===== config.mk =====
export PLATFORM = sky130hd
export DESIGN_NAME = glitch_sequencer_flat
export DESIGN_NICKNAME = d
export VERILOG_FILES = /design/src/rtl/glitch_sequencer_pkg.sv /design/src/rtl/glitch_sequencer_if.sv /design/src/rtl/glitch_sequencer_tick_prescaler.sv /design/src/rtl/glitch_sequencer.sv /design/src/flat_wrapper.sv
export SDC_FILE = /design/constraint.sdc
export NUM_CORES = 1
export LEC_CHECK = 0
export BUFFER_PORTS_ARGS = -buffer_cell sky130_fd_sc_hd__buf_2
export CAP_MARGIN = 20
export CORE_MARGIN = 2
export CORE_UTILIZATION = 42
export CTS_CLUSTER_DIAMETER = 150
export CTS_CLUSTER_SIZE = 25
export DETAILED_ROUTE_END_ITERATION = 10
export SLEW_MARGIN = 20
export SYNTH_ARGS = -nofsm -noshare
export SYNTH_HDL_FRONTEND = slang
export SYNTH_HIERARCHICAL = 1
export SYNTH_SLANG_ARGS = --single-unit

===== constraint.sdc =====
create_clock -name clk -period 7.3 [get_ports clk]
set_clock_uncertainty 0.1 [all_clocks]
set_input_delay 0.73 -clock clk [delete_from_list [all_inputs] [get_ports clk]]
set_output_delay 0.73 -clock clk [all_outputs]
set_load 0.005 [all_outputs]

===== src/rtl/glitch_sequencer_pkg.sv =====
// Shared definitions for the glitch pattern sequencer: opcodes, instruction
// field widths and FSM state encodings.
package glitch_sequencer_pkg;

  localparam int unsigned OP_W = 3;

  localparam logic [OP_W-1:0] OP_OUT  = 3'd0;
  localparam logic [OP_W-1:0] OP_JMP  = 3'd1;
  localparam logic [OP_W-1:0] OP_LOOP = 3'd2;
  localparam logic [OP_W-1:0] OP_WAIT = 3'd3;
  localparam logic [OP_W-1:0] OP_HALT = 3'd4;

  typedef enum logic [2:0] {
    S_IDLE      = 3'd0,
    S_FETCH     = 3'd1,
    S_DECODE    = 3'd2,
    S_DELAY     = 3'd3,
    S_WAIT_TRIG = 3'd4,
    S_HALTED    = 3'd5
  } state_e;

  // Opcodes above HALT halt the sequencer and flag an error.
  function automatic logic op_is_legal(input logic [OP_W-1:0] op);
    return op <= OP_HALT;
  endfunction

endpackage


===== src/rtl/glitch_sequencer_if.sv =====
// Control, program ROM and pattern-output bundle of the glitch sequencer.
interface glitch_sequencer_if #(
  parameter int unsigned DATA_W  = 8,
  parameter int unsigned ADDR_W  = 8,
  parameter int unsigned DELAY_W = 32
);

  localparam int unsigned INSTR_W = glitch_sequencer_pkg::OP_W + DATA_W + DELAY_W;

  logic               start;
  logic               trig;
  logic [ADDR_W-1:0]  rom_addr;
  logic [INSTR_W-1:0] rom_data;
  logic [DATA_W-1:0]  parallel_out;
  logic               busy;
  logic               done;
  logic               err;

  modport master (
    input  start, trig, rom_data,
    output rom_addr, parallel_out, busy, done, err
  );

  modport slave (
    output start, trig, rom_data,
    input  rom_addr, parallel_out, busy, done, err
  );

endinterface


===== src/rtl/glitch_sequencer_tick_prescaler.sv =====
// Single-cycle tick every PRESCALE clocks; clr restarts the period so the
// first tick after clr lands exactly PRESCALE cycles later.
module tick_prescaler #(
  parameter int unsigned PRESCALE = 100
) (
  input  logic clk,
  input  logic reset,
  input  logic clr,
  output logic tick
);

  localparam int unsigned CNT_W = (PRESCALE > 1) ? $clog2(PRESCALE) : 1;
  localparam logic [CNT_W-1:0] LAST = CNT_W'(PRESCALE - 1);

  logic [CNT_W-1:0] cnt;
  logic [CNT_W-1:0] cnt_nxt;

  always_comb begin
    cnt_nxt = cnt + CNT_W'(1);
    if (clr || (cnt == LAST)) begin
      cnt_nxt = '0;
    end
  end

  // tick is registered and coincides with the cycle in which cnt sits at LAST.
  always_ff @(posedge clk) begin
    if (reset) begin
      cnt  <= '0;
      tick <= 1'b0;
    end else begin
      cnt  <= cnt_nxt;
      tick <= (cnt_nxt == LAST);
    end
  end

endmodule


===== src/rtl/glitch_sequencer.sv =====
// Pattern sequencer: fetches instructions from a synchronous ROM, drives a
// registered parallel pattern and times each step in prescaled ticks.
module glitch_sequencer
  import glitch_sequencer_pkg::*;
#(
  parameter int unsigned DATA_W   = 8,
  parameter int unsigned ADDR_W   = 8,
  parameter int unsigned DELAY_W  = 32,
  parameter int unsigned PRESCALE = 100
) (
  input  logic               clk,
  input  logic               reset,
  glitch_sequencer_if.master bus
);

  localparam int unsigned DELAY_LSB = 0;
  localparam int unsigned DATA_LSB  = DELAY_W;
  localparam int unsigned OP_LSB    = DELAY_W + DATA_W;

  state_e             state, state_nxt;
  logic [ADDR_W-1:0]  pc, pc_nxt;
  logic [DATA_W-1:0]  out_q, out_nxt;
  logic               busy_q, busy_nxt;
  logic               done_q, done_nxt;
  logic               err_q, err_nxt;
  logic [DELAY_W-1:0] dcnt, dcnt_nxt;
  logic [DELAY_W-1:0] loop_cnt, loop_cnt_nxt;
  logic               loop_active, loop_active_nxt;

  logic [OP_W-1:0]    op_c;
  logic [DATA_W-1:0]  data_c;
  logic [DELAY_W-1:0] delay_c;
  logic [ADDR_W-1:0]  target_c;
  logic [DELAY_W-1:0] loop_cur_c;
  logic               presc_clr_c;
  logic               tick;

  assign op_c     = bus.rom_data[OP_LSB +: OP_W];
  assign data_c   = bus.rom_data[DATA_LSB +: DATA_W];
  assign delay_c  = bus.rom_data[DELAY_LSB +: DELAY_W];
  assign target_c = ADDR_W'(data_c);

  tick_prescaler #(
    .PRESCALE (PRESCALE)
  ) u_prescaler (
    .clk   (clk),
    .reset (reset),
    .clr   (presc_clr_c),
    .tick  (tick)
  );

  // Next-state and datapath update.
  always_comb begin
    state_nxt       = state;
    pc_nxt          = pc;
    out_nxt         = out_q;
    busy_nxt        = busy_q;
    done_nxt        = done_q;
    err_nxt         = err_q;
    dcnt_nxt        = dcnt;
    loop_cnt_nxt    = loop_cnt;
    loop_active_nxt = loop_active;
    presc_clr_c     = 1'b0;
    loop_cur_c      = loop_active ? loop_cnt : delay_c;

    case (state)
      S_IDLE, S_HALTED: begin
        if (bus.start) begin
          pc_nxt          = '0;
          done_nxt        = 1'b0;
          err_nxt         = 1'b0;
          busy_nxt        = 1'b1;
          loop_cnt_nxt    = '0;
          loop_active_nxt = 1'b0;
          state_nxt       = S_FETCH;
        end
      end

      S_FETCH: begin
        state_nxt = S_DECODE;
      end

      S_DECODE: begin
        case (op_c)
          OP_OUT: begin
            out_nxt = data_c;
            pc_nxt  = pc + ADDR_W'(1);
            if (delay_c == '0) begin
              state_nxt = S_FETCH;
            end else begin
              dcnt_nxt    = delay_c;
              presc_clr_c = 1'b1;
              state_nxt   = S_DELAY;
            end
          end
          OP_JMP: begin
            pc_nxt    = target_c;
            state_nxt = S_FETCH;
          end
          OP_LOOP: begin
            // First visit latches the count; each later visit consumes one.
            if (loop_cur_c != '0) begin
              loop_cnt_nxt    = loop_cur_c - DELAY_W'(1);
              loop_active_nxt = 1'b1;
              pc_nxt          = target_c;
            end else begin
              loop_cnt_nxt    = '0;
              loop_active_nxt = 1'b0;
              pc_nxt          = pc + ADDR_W'(1);
            end
            state_nxt = S_FETCH;
          end
          OP_WAIT: begin
            pc_nxt    = pc + ADDR_W'(1);
            state_nxt = S_WAIT_TRIG;
          end
          default: begin
            busy_nxt  = 1'b0;
            done_nxt  = 1'b1;
            err_nxt   = !op_is_legal(op_c);
            state_nxt = S_HALTED;
          end
        endcase
      end

      S_DELAY: begin
        if (tick) begin
          if (dcnt == DELAY_W'(1)) begin
            dcnt_nxt  = '0;
            state_nxt = S_FETCH;
          end else begin
            dcnt_nxt = dcnt - DELAY_W'(1);
          end
        end
      end

      S_WAIT_TRIG: begin
        if (bus.trig) begin
          state_nxt = S_FETCH;
        end
      end

      default: begin
        state_nxt = S_IDLE;
      end
    endcase
  end

  // State and datapath registers.
  always_ff @(posedge clk) begin
    if (reset) begin
      state       <= S_IDLE;
      pc          <= '0;
      out_q       <= '0;
      busy_q      <= 1'b0;
      done_q      <= 1'b0;
      err_q       <= 1'b0;
      dcnt        <= '0;
      loop_cnt    <= '0;
      loop_active <= 1'b0;
    end else begin
      state       <= state_nxt;
      pc          <= pc_nxt;
      out_q       <= out_nxt;
      busy_q      <= busy_nxt;
      done_q      <= done_nxt;
      err_q       <= err_nxt;
      dcnt        <= dcnt_nxt;
      loop_cnt    <= loop_cnt_nxt;
      loop_active <= loop_active_nxt;
    end
  end

  // The pc register addresses the ROM directly, so fetch needs no extra stage.
  assign bus.rom_addr     = pc;
  assign bus.parallel_out = out_q;
  assign bus.busy         = busy_q;
  assign bus.done         = done_q;
  assign bus.err          = err_q;

endmodule


===== src/flat_wrapper.sv =====
// flat-port wrapper written by rule: the top's interface ports become plain ports
module glitch_sequencer_flat import glitch_sequencer_pkg::*;
#(
  parameter int unsigned DATA_W   = 8,
  parameter int unsigned ADDR_W   = 8,
  parameter int unsigned DELAY_W  = 32,
  parameter int unsigned PRESCALE = 100
)
  (clk, reset, bus_start, bus_trig, bus_rom_data, bus_rom_addr, bus_parallel_out, bus_busy, bus_done, bus_err);
  glitch_sequencer_if #(.DATA_W(DATA_W), .ADDR_W(ADDR_W), .DELAY_W(DELAY_W)) bus_i ();
  input  logic clk;
  input  logic reset;
  input wire logic [$bits(bus_i.start)-1:0] bus_start;
  input wire logic [$bits(bus_i.trig)-1:0] bus_trig;
  input wire logic [$bits(bus_i.rom_data)-1:0] bus_rom_data;
  output wire logic [$bits(bus_i.rom_addr)-1:0] bus_rom_addr;
  output wire logic [$bits(bus_i.parallel_out)-1:0] bus_parallel_out;
  output wire logic [$bits(bus_i.busy)-1:0] bus_busy;
  output wire logic [$bits(bus_i.done)-1:0] bus_done;
  output wire logic [$bits(bus_i.err)-1:0] bus_err;
  assign bus_i.start = bus_start;
  assign bus_i.trig = bus_trig;
  assign bus_i.rom_data = bus_rom_data;
  assign bus_rom_addr = bus_i.rom_addr;
  assign bus_parallel_out = bus_i.parallel_out;
  assign bus_busy = bus_i.busy;
  assign bus_done = bus_i.done;
  assign bus_err = bus_i.err;
  glitch_sequencer #(.DATA_W(DATA_W), .ADDR_W(ADDR_W), .DELAY_W(DELAY_W), .PRESCALE(PRESCALE)) u_core (.clk(clk), .reset(reset), .bus(bus_i));
endmodule

==> flow_summary.ini <==
[synth]
synthMostInstantiatedCell = dfxtp_1
synth-main-ff-cell = dfxtp_1
synth_enable_flop_cells = 0
syn_area_per_cell_sq_um = 7.79
yosys.cell_types.count = 86
post_synth_most_frequent_cells = dfxtp_1, nand2_1, nor2_1
syn_inst = 818
synth_top_cells_by_area = dfxtp_1, nand2_1, a21oi_1
yosys.area.top_type_share_pct = 29.9
postSynthNetCount = 871
async_reset_ff_share_pct = 0
synth_seq_area_share_pct = 29.9
synth_top_area_cell = dfxtp_1
ys_warns = 6
synth_seq_cells = 95
synth_area_sq_mm = 0.00637

[sta]
setup_ws_ns = 3.12
setup-violations-final = 0
worst_pin_slew_ns = 1.02
fin_crit_sh_pct = 57.2
hold_viol = 0
setup_repair_after_global_routing_missed_its_margin = false
slew_violations = 0
holdWs_ns = 0.352
timing.max_slew.rel_slack_pct = 31.5
min_period_ns = 4.18
maxClockFrequency_mhz = 239
setup-tns-final_ns = 0

[setup_path]
critical_path.max_fanout = 44
critical_path.endpoint_type = register
critical_path.startpoint_type = register
regToRegStartpoint = u_core/loop_active
start_point_of_the_critical_path = u_core/loop_active
required_ns = 7.44
worst-setup-path-type = register to register
worstPathArrival_ns = 4.32

[global_routing]
grt_pass1_wl_um = 32500
grt_max_degree = 62
grt.overflow.total = 0
first_global_vias = 6242
grt.total_usage_pct = 24.8
antenna_found_initial = 0

[clocking]
clk_transition_reported_paths_ns = 0.06
clock-sinks = 95
cts.root.buffer_cell = clkbuf_16
ctsHtreeMaxLevel = 3
cts.repair.resized = 0
ctsHoldBuffers = 0
clock_latency_ns = 0.35
clk_path_buf_depth = 2
cts_made_buffers = 9
number_of_buffers_added_for_setup_after_cts = 0
cts_tree = done

[detailed_routing]
dr.pass1.iters = 5
detail-route-antenna-nets = 0
totalWireLength_um = 20100
routed-via-count = 6796
drtIter0Drc = 700
detail_route.drc_violations = 0
wire_per_inst_um = 19.2
via_per_inst = 6.49

[floorplan]
initial_core_util_pct = 42.4
die_width_um = 127
io_pins = 66
std_cell_rows = 45
die_area_sq_mm = 0.0162
design.core.area_sq_mm = 0.0150
die-height_um = 127

[layout]
antenna_cells_inserted = 0
final_nets = 908
area_of_all_placed_cells_without_fillers_sq_mm = 0.00711
drive_above_1_share_pct = 14.0
area.growth.synth_to_final_pct = 11.6

[flow_run]
drv_cap = 0

[power_and_ir_drop]
total_power_uw = 1170
vdd.ir_drop.worst_mv = 0.129
powerDensity_mw_per_mm2 = 164
p_leak_uw = 0.00256

[worst_hold_path]
worst_hold_startpoint = u_core/bus.parallel_out[7]
min-delay-path-class = register to register

[placed_design]
post-place-ws_ns = 3.25
buffer_ports.inserted = 65
routabilityCongestion = 0.871
placedInstanceArea_sq_mm = 0.00682
place_hpwl_um = 14100

[status]
run_status = completed
## where the power goes
part	switching [uW]	total, uW	internal, uW	leakage, uW
logic	117	177	60.0	0.00165
clock network	202	458	256	0.000140
registers	8.45	534	526	0.000767
total	328	1170	841	0.00256
## path summary, 6_finish.rpt
check | depth (start not counted) | to | slack (ns)
worst max-delay path | 8 | u_core/loop_cnt[21] | 3.12
worst max register to register | 8 | u_core/loop_cnt[21] | 3.12
worst min-delay path | 2 | u_core/bus.parallel_out[7] | 0.35
worst min register to register | 2 | u_core/bus.parallel_out[7] | 0.35
## per-layer routing
layer	part of all wire (%)	up-vias	track usage, %	wire [um]
li1	-	3201	-	-
met3	7.3	34	4.40	1460
met1	43	3256	33.1	8760
met2	47	305	41.5	9560
met4	1.8	0	6.66	364
met5	0	-	0	0
## cells by family (layout without fill, tap and decap cells)
logic type	count (synthesis)	in the layout	synth area share (%)
xor+xnor	34	34	4.67
buf+inv	96	137	6.13
compound gates	248	248	28.7
fa+ha+maj	6	6	1.18
mux	15	15	2.38
simple gates	324	324	27.1
flops	95	95	29.9
## cells in the final DEF, fill, tap and decap left out, drive strengths merged, types with 18 or more instances in the layout
master,instances
o32ai,31
nand2,76
nand3,35
a32oi,26
nor3,43
o21ai,30
a21oi,56
o211ai,18
nor2,65
buf,77
nor4,24
inv,44
dfxtp,95
## layout make-up
cell class              instances  area, sq um
well taps                     188          235
flip-flops and latches         95         1900
multi-input cells             627         4100
clock buffers                  12          267
inverters                      45          169
repair buffers                 77          415
clock inverters                 3         17.5
fillers                      1479         7920
## state kept, by name, indices dropped and copies added (netlist names)
| name | flops |
|---|---|
| u_core/loop_active | 1 |
| u_core/bus.done | 1 |
| u_core/u_prescaler/tick | 1 |
| u_core/bus.err | 1 |
| u_core/loop_cnt | 32 |
| u_core/bus.rom_addr | 8 |
| u_core/bus.parallel_out | 8 |
| u_core/bus.busy | 1 |
| u_core/dcnt | 32 |
| u_core/state | 3 |
| u_core/u_prescaler/cnt | 7 |
## per-stage QoR
stage / std cells / utilization (%)
2_1_floorplan: 818 / -
3_3_place_gp: 1032 / 45.4
3_5_place_dp: 1032 / 45.4
4_1_cts: 1047 / 47.3
5_1_grt: 1047 / 47.3
6_report: 1047 / 47.3
## worst max-delay path: stages, from the launching register on
cell	delay (ns)
dfxtp_2	0.81
buf_4	0.55
nor2_1	0.14
o2bb2a_1	0.36
nor2_2	0.13
a31oi_2	0.74
buf_4	0.41
nand2_1	0.34
a2111oi_1	0.45
No activity file was read; power rests on OpenSTA's default activity.
